## src/rtl/s349_divider_pkg.sv

```systemverilog
// Shared constants for the restoring divider and its siblings (multiplier wrapper, bench).
// State encodings are plain 2-bit constants so older tools can consume them.
package s349_divider_pkg;

  localparam int NW_DEF = 8;
  localparam int DW_DEF = 4;

  typedef logic [1:0] state_t;

  localparam state_t S_IDLE = 2'd0;
  localparam state_t S_ITER = 2'd1;
  localparam state_t S_DONE = 2'd2;

endpackage

```

## src/rtl/s349_div_step.sv

```systemverilog
// One restoring-division step: shift in the next dividend bit, subtract the
// divisor when it fits and report the resulting quotient bit.
module s349_div_step #(
  parameter int DW = 4
) (
  input  logic [DW-1:0] rem,
  input  logic          bit_in,
  input  logic [DW-1:0] div,
  output logic [DW-1:0] rem_nxt,
  output logic          qbit
);

  logic [DW:0] trial;

  assign trial = {rem, bit_in};
  assign qbit  = (trial >= {1'b0, div});
  // Whenever the divisor fits, the difference is below D and so fits in DW bits.
  assign rem_nxt = qbit ? (trial[DW-1:0] - div) : trial[DW-1:0];

endmodule

```

## src/rtl/s349_divider.sv

```systemverilog
// Sequential restoring divider: NW-bit dividend over DW-bit divisor, one quotient
// bit per cycle, fixed latency, with divide-by-zero / overflow short-circuit.
module s349_divider
  import s349_divider_pkg::*;
#(
  parameter int NW = NW_DEF,
  parameter int DW = DW_DEF
) (
  input  logic          CK,
  input  logic          RESET,
  input  logic          START,
  input  logic [NW-1:0] N,
  input  logic [DW-1:0] D,
  output logic [DW-1:0] Q,
  output logic [DW-1:0] R,
  output logic          BUSY,
  output logic          READY,
  output logic          ERR
);

  localparam int CW = (DW > 1) ? $clog2(DW) : 1;

  state_t        state;
  logic [CW-1:0] cnt;
  logic [DW-1:0] rem;
  logic [DW-1:0] sh;
  logic [DW-1:0] dreg;
  logic [DW-1:0] rem_nxt;
  logic          qbit;
  logic          accept;
  logic          bad_op;

  assign accept = START && (state != S_ITER);
  // A high half at or above D would need more than DW quotient bits.
  assign bad_op = (D == '0) || (N[NW-1:DW] >= D);

  s349_div_step #(.DW(DW)) u_step (
    .rem     (rem),
    .bit_in  (sh[DW-1]),
    .div     (dreg),
    .rem_nxt (rem_nxt),
    .qbit    (qbit)
  );

  always_ff @(posedge CK or posedge RESET) begin
    if (RESET) begin
      state <= S_IDLE;
      cnt   <= '0;
      rem   <= '0;
      sh    <= '0;
      dreg  <= '0;
      Q     <= '0;
      R     <= '0;
      BUSY  <= 1'b0;
      READY <= 1'b0;
      ERR   <= 1'b0;
    end else if (accept) begin
      dreg <= D;
      rem  <= N[NW-1:DW];
      sh   <= N[DW-1:0];
      cnt  <= CW'(DW - 1);
      if (bad_op) begin
        state <= S_DONE;
        Q     <= '1;
        R     <= '1;
        ERR   <= 1'b1;
        READY <= 1'b1;
        BUSY  <= 1'b0;
      end else begin
        state <= S_ITER;
        ERR   <= 1'b0;
        READY <= 1'b0;
        BUSY  <= 1'b1;
      end
    end else if (state == S_ITER) begin
      // Dividend bits leave sh at the top while quotient bits enter at the bottom.
      rem <= rem_nxt;
      sh  <= {sh[DW-2:0], qbit};
      cnt <= cnt - 1'b1;
      if (cnt == '0) begin
        state <= S_DONE;
        Q     <= {sh[DW-2:0], qbit};
        R     <= rem_nxt;
        BUSY  <= 1'b0;
        READY <= 1'b1;
      end
    end
  end

endmodule
```

## config.mk

```make
export PLATFORM = sky130hd
export DESIGN_NAME = s349_divider
export DESIGN_NICKNAME = d
export VERILOG_FILES = /design/src/rtl/s349_divider_pkg.sv /design/src/rtl/s349_div_step.sv /design/src/rtl/s349_divider.sv
export SDC_FILE = /design/constraint.sdc
export NUM_CORES = 1
export LEC_CHECK = 0
export BUFFER_PORTS_ARGS = -buffer_cell sky130_fd_sc_hd__buf_2
export CAP_MARGIN = 25
export CORE_ASPECT_RATIO = 0.6
export CORE_MARGIN = 8
export CORE_UTILIZATION = 50
export CTS_BUF_LIST = sky130_fd_sc_hd__clkbuf_8
export DETAILED_ROUTE_END_ITERATION = 10
export PLACE_DENSITY_LB_ADDON = 0.05
export REMOVE_ABC_BUFFERS = 1
export SETUP_SLACK_MARGIN = 0.3
export SYNTH_ARGS = -nofsm -noshare
export SYNTH_HDL_FRONTEND = slang
export SYNTH_HIERARCHICAL = 1
export SYNTH_SLANG_ARGS = --single-unit
```

## constraint.sdc

```tcl
create_clock -name CK -period 2 [get_ports CK]
set_input_delay 0.2 -clock CK [delete_from_list [all_inputs] [get_ports CK]]
set_output_delay 0.2 -clock CK [all_outputs]
set_load 0.02 [all_outputs]
```

# Yosys cells after proc, flatten, opt, wreduce, memory -nomap -nowiden
# Cells that the tools add are included.
[op_classes]
n_eq_ne = 3
n_reduce_logical = 8
mul = 0
n_addsub = 2
n_bitwise = 0
n_div = 0
n_mux = 26
n_lt_le_gt_ge = 2
shifts = 0
[ops]
columns = ["operator", "count"]
rows = [
  ["$mux 4", 12],
  ["$mux 2", 6],
  ["$mux 1", 8],
  ["$ge 5x4->1", 1],
  ["$ge 4x4->1", 1],
  ["$logic_not 4->1", 1],
  ["$ne 2x1->1 const B", 2],
  ["$reduce_bool 2->1", 2],
  ["$sub 4x4->4", 1],
  ["$reduce_and 3->1", 1],
  ["$eq 2x1->1 const B", 1],
  ["$logic_not 2->1", 1],
  ["$reduce_and 2->1", 1],
  ["$sub 2x1->2 const B", 1],
  ["$logic_and 1x1->1", 1],
  ["$logic_or 1x1->1", 1],
]
[totals]
rom_bits = 0
in_bits = 15
mem_count = 0
mem_bits_rw = 0
elab_cells = 51
latchBits = 0
out_inout_bits = 11
ff_bits = 27

# Depth between registers and ports, before layout
# Gate-level depths: netlist (run 1).
[depth]
word_depth = 5
ltp_mapped = 9
ltp_nobuf = 9

# Cells and area by module
# Netlist (run 1), hierarchy kept.
[by_module_without_submodules]
columns = ["module", "n_inst", "seq_area_each_um2", "area_each_um2", "cells_per_inst"]
rows = [
  ["s349_divider", 1, 625.6, 1363.8, 125],
  ["s349_div_step", 1, 0.0, 224.0, 28],
]

# Worst setup path before layout (run 1)
# Ideal clock, no wire load.
[synth_timing]
path_type = "reg-to-reg"
from = "reg rem[1]"
to = "reg R[2]"
path_stages_with_launch = 9
setup_time_ns = 0.124
t_arrival_ns = 1.675
n_path_buf = 0
required_ns = 1.876
synth_period_minus_slack_ns = 1.799
slack_ns = 0.201
cell_sequence = "dfrtp_1 ha_1 nand4_1 nand2_2 nor2_4 mux2_4 mux2i_1 mux2i_1 o31a_1"
[synth_between]
elab_chain_len = 5
elab_cells_between_ends = 6
cone_classes = "1 x add/sub; 1 x order compare; 4 x mux"
[synth_rtl]
columns = ["item", "line", "rtl"]
rows = [
  ["from (decl)", "s349_divider.sv:25", "logic [DW-1:0] rem;"],
  ["from (signal assigned)", "s349_divider.sv:59", "rem <= N[NW-1:DW];"],
  ["from (signal assigned)", "s349_divider.sv:77", "rem <= rem_nxt;"],
  ["$sub 4x4->4 or $ge 5x4->1 (tied branches)", "s349_div_step.sv:18, s349_div_step.sv:16", ""],
  ["$mux 4 *", "s349_div_step.sv:18", "assign rem_nxt = qbit ? (trial[DW-1:0] - div) : trial[DW-1:0];"],
  ["via rem_nxt[2]", "s349_divider.sv:28", "logic [DW-1:0] rem_nxt;"],
  ["$mux 4 *", "s349_divider.sv:80", "if (cnt == '0) begin"],
  ["$mux 4 *", "s349_divider.sv:75", "end else if (state == S_ITER) begin"],
  ["$mux 4 *", "s349_divider.sv:57", "end else if (accept) begin"],
  ["to (signal assigned)", "s349_divider.sv:83", "R <= rem_nxt;"],
  ["to (decl)", "s349_divider.sv:15", "output logic [DW-1:0] R,"],
]
# The timed path passes the listed nets; every way through them passes the cells marked *. The select of a mux whose other input is x is not followed.
# A chain may end at the register's enable or synchronous reset.

# Final worst setup path (run 1)
[layout_timing]
from = "reg dreg[1]"
to = "reg R[2]"
[layout_between]
elab_chain_len = 5
elab_cells_between_ends = 6
cone_classes = "1 x add/sub; 1 x order compare; 4 x mux"
[layout_rtl]
columns = ["item", "line", "rtl"]
rows = [
  ["from (decl)", "s349_divider.sv:27", "logic [DW-1:0] dreg;"],
  ["from (signal assigned)", "s349_divider.sv:51", "dreg <= '0;"],
  ["from (signal assigned)", "s349_divider.sv:58", "dreg <= D;"],
  ["$sub 4x4->4 or $ge 5x4->1 (tied branches)", "s349_div_step.sv:18, s349_div_step.sv:16", ""],
  ["$mux 4 *", "s349_div_step.sv:18", ""],
  ["via rem_nxt[2]", "s349_divider.sv:28", ""],
  ["$mux 4 *", "s349_divider.sv:80", ""],
  ["$mux 4 *", "s349_divider.sv:75", ""],
  ["$mux 4 *", "s349_divider.sv:57", ""],
]
# Marks and branches as above.

==> flow_metrics.py, run 1 <==
metrics = {
    "floorplanning": {
        "core_area_um2": 2950,
        "rows": 15,
        "start_util_pct": 53.9,
        "die_w_um": 88.8,
        "die_area_um2": 5290,
        "die_y_um": 59.7,
        "ios": 26,
    },
    "worst_setup_path": {
        "r2r_slack_ns": 0.10,
        "path_class": "register to register",
        "cp_max_fo": 4,
        "cp-start-kind": "register",
        "critPathCaptureType": "register",
        "worstPathRequired_ns": 2.15,
        "crit_arrival_ns": 2.05,
    },
    "clock_network": {
        "clk_pin_slew_ns": 0.09,
        "clk_path_buf_depth": 2,
        "htreeDepth": 1,
        "clock_latency_ns": 0.27,
        "cts_tree": "done",
        "root_buffer": "clkbuf_8",
        "clock-sinks": 25,
        "cts_buffers": 3,
    },
    "global_routing": {
        "grt_max_degree": 26,
        "grt_antenna_before_repair": 0,
        "grt.total_usage_pct": 15.0,
        "grt_pass1_vias": 1252,
        "grt_pass1_wl_um": 6150,
        "grt-ovfl-total": 0,
    },
    "synth": {
        "ys_ff_latch": 25,
        "synth_flop_cell": "dfrtp_1",
        "synth-seq-area-share_pct": 39.4,
        "synth_common_cells": "mux2i_1, dfrtp_1, inv_1",
        "ys_top_cells_by_area": "dfrtp_1, mux2i_1, ha_1",
        "synth_area_um2": 1590,
        "synthCells": 153,
        "synth_edf_count": 0,
        "yosys_warnings": 6,
        "synth_top_cell_area_share_pct": 39.4,
        "syn_avg_cell_area_um2": 10.4,
        "synth.largest_area_cell": "dfrtp_1",
        "synth.most_common_cell": "mux2i_1",
        "ys_types": 35,
        "async_flop_share_pct": 100,
    },
    "power": {
        "clock_power_share_pct": 9.8,
        "leakagePower_uw": 0.000930,
        "p_int_uw": 1790,
        "power_density_nw_per_um2": 1550,
        "p_seq_share_pct": 30.2,
        "p_switching_uw": 1250,
        "peakVddDrop_mv": 0.702,
        "swShare_pct": 41.1,
        "p_comb_share_pct": 60.0,
    },
    "place": {
        "place_inst": 216,
        "hpwlAfterDp_um": 2660,
        "placed_area_um2": 1740,
        "numPortBuffers": 25,
        "pre_cts_ws_ns": 0.0549,
        "routabilityCongestion": 0.808,
    },
    "sta": {
        "finalCritPeriodShare_pct": 94.8,
        "fin_skew_ns": 0.00411,
        "slew_violations": 0,
        "finalSetupTns_ns": 0,
        "max_slew_margin_pct": 62.1,
        "setup_viol": 0,
        "tightest_slew_ns": 0.568,
        "setup_slack_ns": 0.104,
        "max_freq_mhz": 527,
        "final_hold_viol_count": 0,
        "rsz0062_at_grt": "yes",
        "period_minus_slack_ns": 1.90,
    },
    "drt": {
        "final_antenna_net_count": 0,
        "routed_wirelength_um": 3640,
        "drtIter0Drc": 62,
        "first_pass_iters": 4,
        "vias": 1230,
        "routedWlPerCell_um": 15.8,
        "drc": 0,
        "viasPerCell": 5.32,
    },
    "final_layout": {
        "num_antenna_cells": 0,
        "nets": 215,
        "final_area_um2": 1960,
        "syn_to_final_growth_pct": 23.5,
        "drive_gt1_share_pct": 39.2,
        "instances_no_fill": 231,
    },
    "min_path": {
        "hp-class": "input port to register",
    },
    "run_status": {
        "status": "finished clean",
    },
    "run": {
        "maxCapViolations": 0,
    },
}
## final timing paths
path,from,endpoint,cells past startpoint
max reg2reg,dreg[1],R[2],9
min reg2reg,cnt[0],cnt[0],1
max,dreg[1],R[2],9
max in group asynchronous,RESET,rem[3],4
min,D[0],dreg[0],2
min in group asynchronous,RESET,dreg[0],4
## area by class of cell
cell class / instances / area [µm²]
Clock buffer: 3 / 41.3
Clock inverter: 1 / 5.00
Fill cell: 245 / 986
Inverter: 14 / 52.6
Multi-Input combinational cell: 106 / 943
Sequential cell: 25 / 626
Tap cell: 42 / 52.6
Timing Repair Buffer: 40 / 240
## critical path: stages, from the launching register on
cell and delay, ns:
dfrtp_1 0.41, inv_2 0.08, ha_4 0.21, nand4_1 0.13, nand2_2 0.10, nor2_4 0.19, mux2_4 0.32, mux2i_1 0.14
mux2i_1 0.08, o31a_1 0.11
## per-stage QoR
stage / util, % / hold slack [ns] / power [µW]
global placement: 59.0 / 0.269 / 2210
floorplan: - / 0.227 / 1890
global route: 66.5 / 0.201 / 3250
CTS: 65.0 / 0.193 / 2890
detailed placement: 59.0 / 0.268 / 2270
finish: 66.5 / 0.199 / 3030
## placed cells by master (no fill, tap or decap), types with 2 or more instances in the layout
| master | instances |
|---|---|
| buf_4 | 14 |
| nor2_1 | 10 |
| nand2b_1 | 2 |
| nand2_2 | 3 |
| clkbuf_8 | 3 |
| o21ai_0 | 7 |
| mux2_2 | 4 |
| mux2i_1 | 25 |
| ha_1 | 5 |
| nand2_1 | 7 |
| buf_2 | 25 |
| nor3_1 | 2 |
| inv_1 | 10 |
| a21oi_1 | 3 |
| inv_2 | 4 |
| ha_4 | 4 |
| o21ai_2 | 3 |
| nor2_2 | 2 |
| o31a_1 | 7 |
| dfrtp_1 | 25 |
## routing by layer
metal / wire length [µm] / vias to the layer above / GRT usage [%]
li1: - / 615 / -
met4: 9 / 0 / 1.43
met2: 1690 / 34 / 23.2
met3: 215 / 2 / 3.42
met1: 1730 / 579 / 21.2
met5: 0 / - / 0
## what timing repair did
| action | CTS | global route |
|---|---|---|
| endpoints found under the setup margin | 8 | 8 |
| hold buffers | 1 | 0 |
| pin swaps | 6 | 5 |
| endpoints found under the hold margin | 25 | 0 |
| cloned | 0 | 0 |
| setup buffers | 6 | 4 |
| gates resized for setup | 12 | 9 |
## state kept, by name, indices dropped and copies added (netlist names)
signal  count
cnt         2
rem         4
state       1
R           4
sh          4
dreg        4
Q           4
READY       1
ERR         1
## kinds of logic after synthesis
| group | after synthesis | share of synthesized area [%] |
|---|---|---|
| DFF | 25 | 39.4 |
| muxes | 31 | 20.2 |
| AOI/OAI and AO/OA | 28 | 13.0 |
| buffers and inverters | 22 | 6.93 |
| adders and majority gates | 10 | 8.35 |
| and+or+nand+nor | 36 | 11.6 |
| xor gates and xnor gates | 1 | 0.552 |
## power by group through the flow
stage          Combinational (µW)  Sequential (µW)  Clock (µW)
2_1_floorplan                 898              994           0
3_3_place_gp                 1320              893           0
3_5_place_dp                 1370              906           0
4_1_cts                      1670              909         310
5_1_grt                      1980              945         324
6_report                     1820              917         298
No activity file was read; power rests on OpenSTA's default activity.
==> run 2, diff against run 1 <==
RECOVER_POWER = 25   (was not set)
==> flow_metrics.py, run 2 (synthesis results as in run 1) <==
metrics = {
    "floorplanning": {
        "rows": 15,
        "core_area_um2": 2950,
        "die_y_um": 59.7,
        "die_area_um2": 5290,
        "start_util_pct": 53.9,
        "ios": 26,
        "die_w_um": 88.8,
    },
    "min_path": {
        "hp-class": "input port to register",
    },
    "power": {
        "p_total_uw": 3040,
        "swShare_pct": 41.2,
        "peakVddDrop_mv": 0.701,
        "p_int_uw": 1790,
        "p_comb_share_pct": 59.9,
        "p_seq_share_pct": 30.2,
        "leakagePower_uw": 0.000930,
        "power_density_nw_per_um2": 1550,
        "clock_power_share_pct": 10.0,
        "p_switching_uw": 1250,
    },
    "sta": {
        "rsz0062_at_grt": "yes",
        "final_hold_viol_count": 0,
        "period_minus_slack_ns": 1.90,
        "finalCritPeriodShare_pct": 94.9,
        "max_freq_mhz": 527,
        "max_slew_margin_pct": 57.0,
        "hold_ws_ns": 0.194,
        "slew_violations": 0,
        "setup_slack_ns": 0.102,
        "setup_viol": 0,
        "fin_skew_ns": 0.00327,
        "tightest_slew_ns": 0.645,
        "finalSetupTns_ns": 0,
    },
    "global_routing": {
        "grt_antenna_before_repair": 0,
        "use_met1_pct": 21.2,
        "gr-usage-met2_pct": 23.2,
        "grt_pass1_vias": 1252,
        "grt_pass1_wl_um": 6150,
        "grt_max_degree": 26,
        "grt.total_usage_pct": 15.0,
        "use_met3_pct": 3.42,
        "busiest_layer": "met2",
        "grt-ovfl-total": 0,
    },
    "clock_network": {
        "clk_path_buf_depth": 2,
        "clock-sinks": 25,
        "clock_latency_ns": 0.27,
        "clk_pin_slew_ns": 0.09,
        "cts_buffers": 3,
        "root_buffer": "clkbuf_8",
        "cts_tree": "done",
        "htreeDepth": 1,
    },
    "run_status": {
        "status": "finished clean",
    },
    "drt": {
        "routed_wirelength_um": 3680,
        "viasPerCell": 5.27,
        "vias": 1218,
        "drtIter0Drc": 56,
        "final_antenna_net_count": 0,
        "drc": 0,
        "first_pass_iters": 5,
        "routedWlPerCell_um": 15.9,
    },
    "worst_setup_path": {
        "worstPathRequired_ns": 2.16,
        "path_class": "register to register",
        "cp_max_fo": 4,
        "critPathCaptureType": "register",
        "crit_arrival_ns": 2.06,
        "r2r_slack_ns": 0.10,
        "cp-start-kind": "register",
    },
    "final_layout": {
        "drive_gt1_share_pct": 39.2,
        "fin_util_pct": 66.5,
        "num_antenna_cells": 0,
        "nets": 215,
        "final.fill_count": 244,
        "mostFrequentLayoutCells": "dfrtp_1, mux2i_1, buf_2, buf_4",
        "syn_to_final_growth_pct": 23.3,
    },
    "place": {
        "hpwlAfterDp_um": 2660,
        "routabilityCongestion": 0.808,
        "pre_cts_ws_ns": 0.0549,
        "numPortBuffers": 25,
    },
    "run": {
        "maxCapViolations": 0,
    },
}
==> run 2: path summary, 6_finish.rpt <==
kind                       startpoint       to  cells past startpoint
max in group asynchronous       RESET      ERR                      4
max                           dreg[1]     R[2]                      9
min                              D[0]  dreg[0]                      2
max reg2reg                   dreg[1]     R[2]                      9
min reg2reg                    cnt[0]   cnt[0]                      1
min in group asynchronous       RESET    sh[3]                      4
==> run 2: layout make-up <==
cell class | count | area (µm²) | area share (%)
tap | 42 | 52.6 | 2.68
clock buffer | 3 | 41.3 | 2.11
clock inverter | 1 | 5.00 | 0.256
inverter | 14 | 52.6 | 2.68
multi-input combinational | 106 | 943 | 48.2
sequential | 25 | 626 | 31.9
timing repair buffer | 40 | 238 | 12.1
==> run 2: per-stage QoR <==
stage                     cell area (µm²)  instances
final                                1960        231
after global placement               1740        216
after global routing                 1960        231
after floorplan                      1530        145
after detailed placement             1740        216
after CTS                            1920        227
==> run 2: worst max-delay path, stage by stage (launching register included) <==
cell and delay, ns:
dfrtp_1 0.41, inv_2 0.08, ha_4 0.21, nand4_1 0.13, nand2_2 0.10, nor2_4 0.19, mux2_4 0.32, mux2i_1 0.14
mux2i_1 0.08, o31a_1 0.12
==> run 2: power groups by stage <==
stage               registers [µW]  logic (µW)  clock network, µW
floorplan                      994         898                  0
global placement               893        1320                  0
detailed placement             906        1370                  0
CTS                            909        1670                310
global route                   944        1980                324
finish                         916        1820                303
==> run 2: layer usage <==
metal	part of all wire, %	wire, µm
met3	5.8	213
met5	0	0
met1	47	1740
met2	47	1710
met4	0.33	12
==> run 2: timing repair <==
item | CTS | global route
pin swaps | 6 | 5
setup endpoints to repair | 8 | 8
setup buffers | 6 | 4
hold endpoints to repair | 25 | 0
resized for setup | 12 | 9
hold buffers | 1 | 0
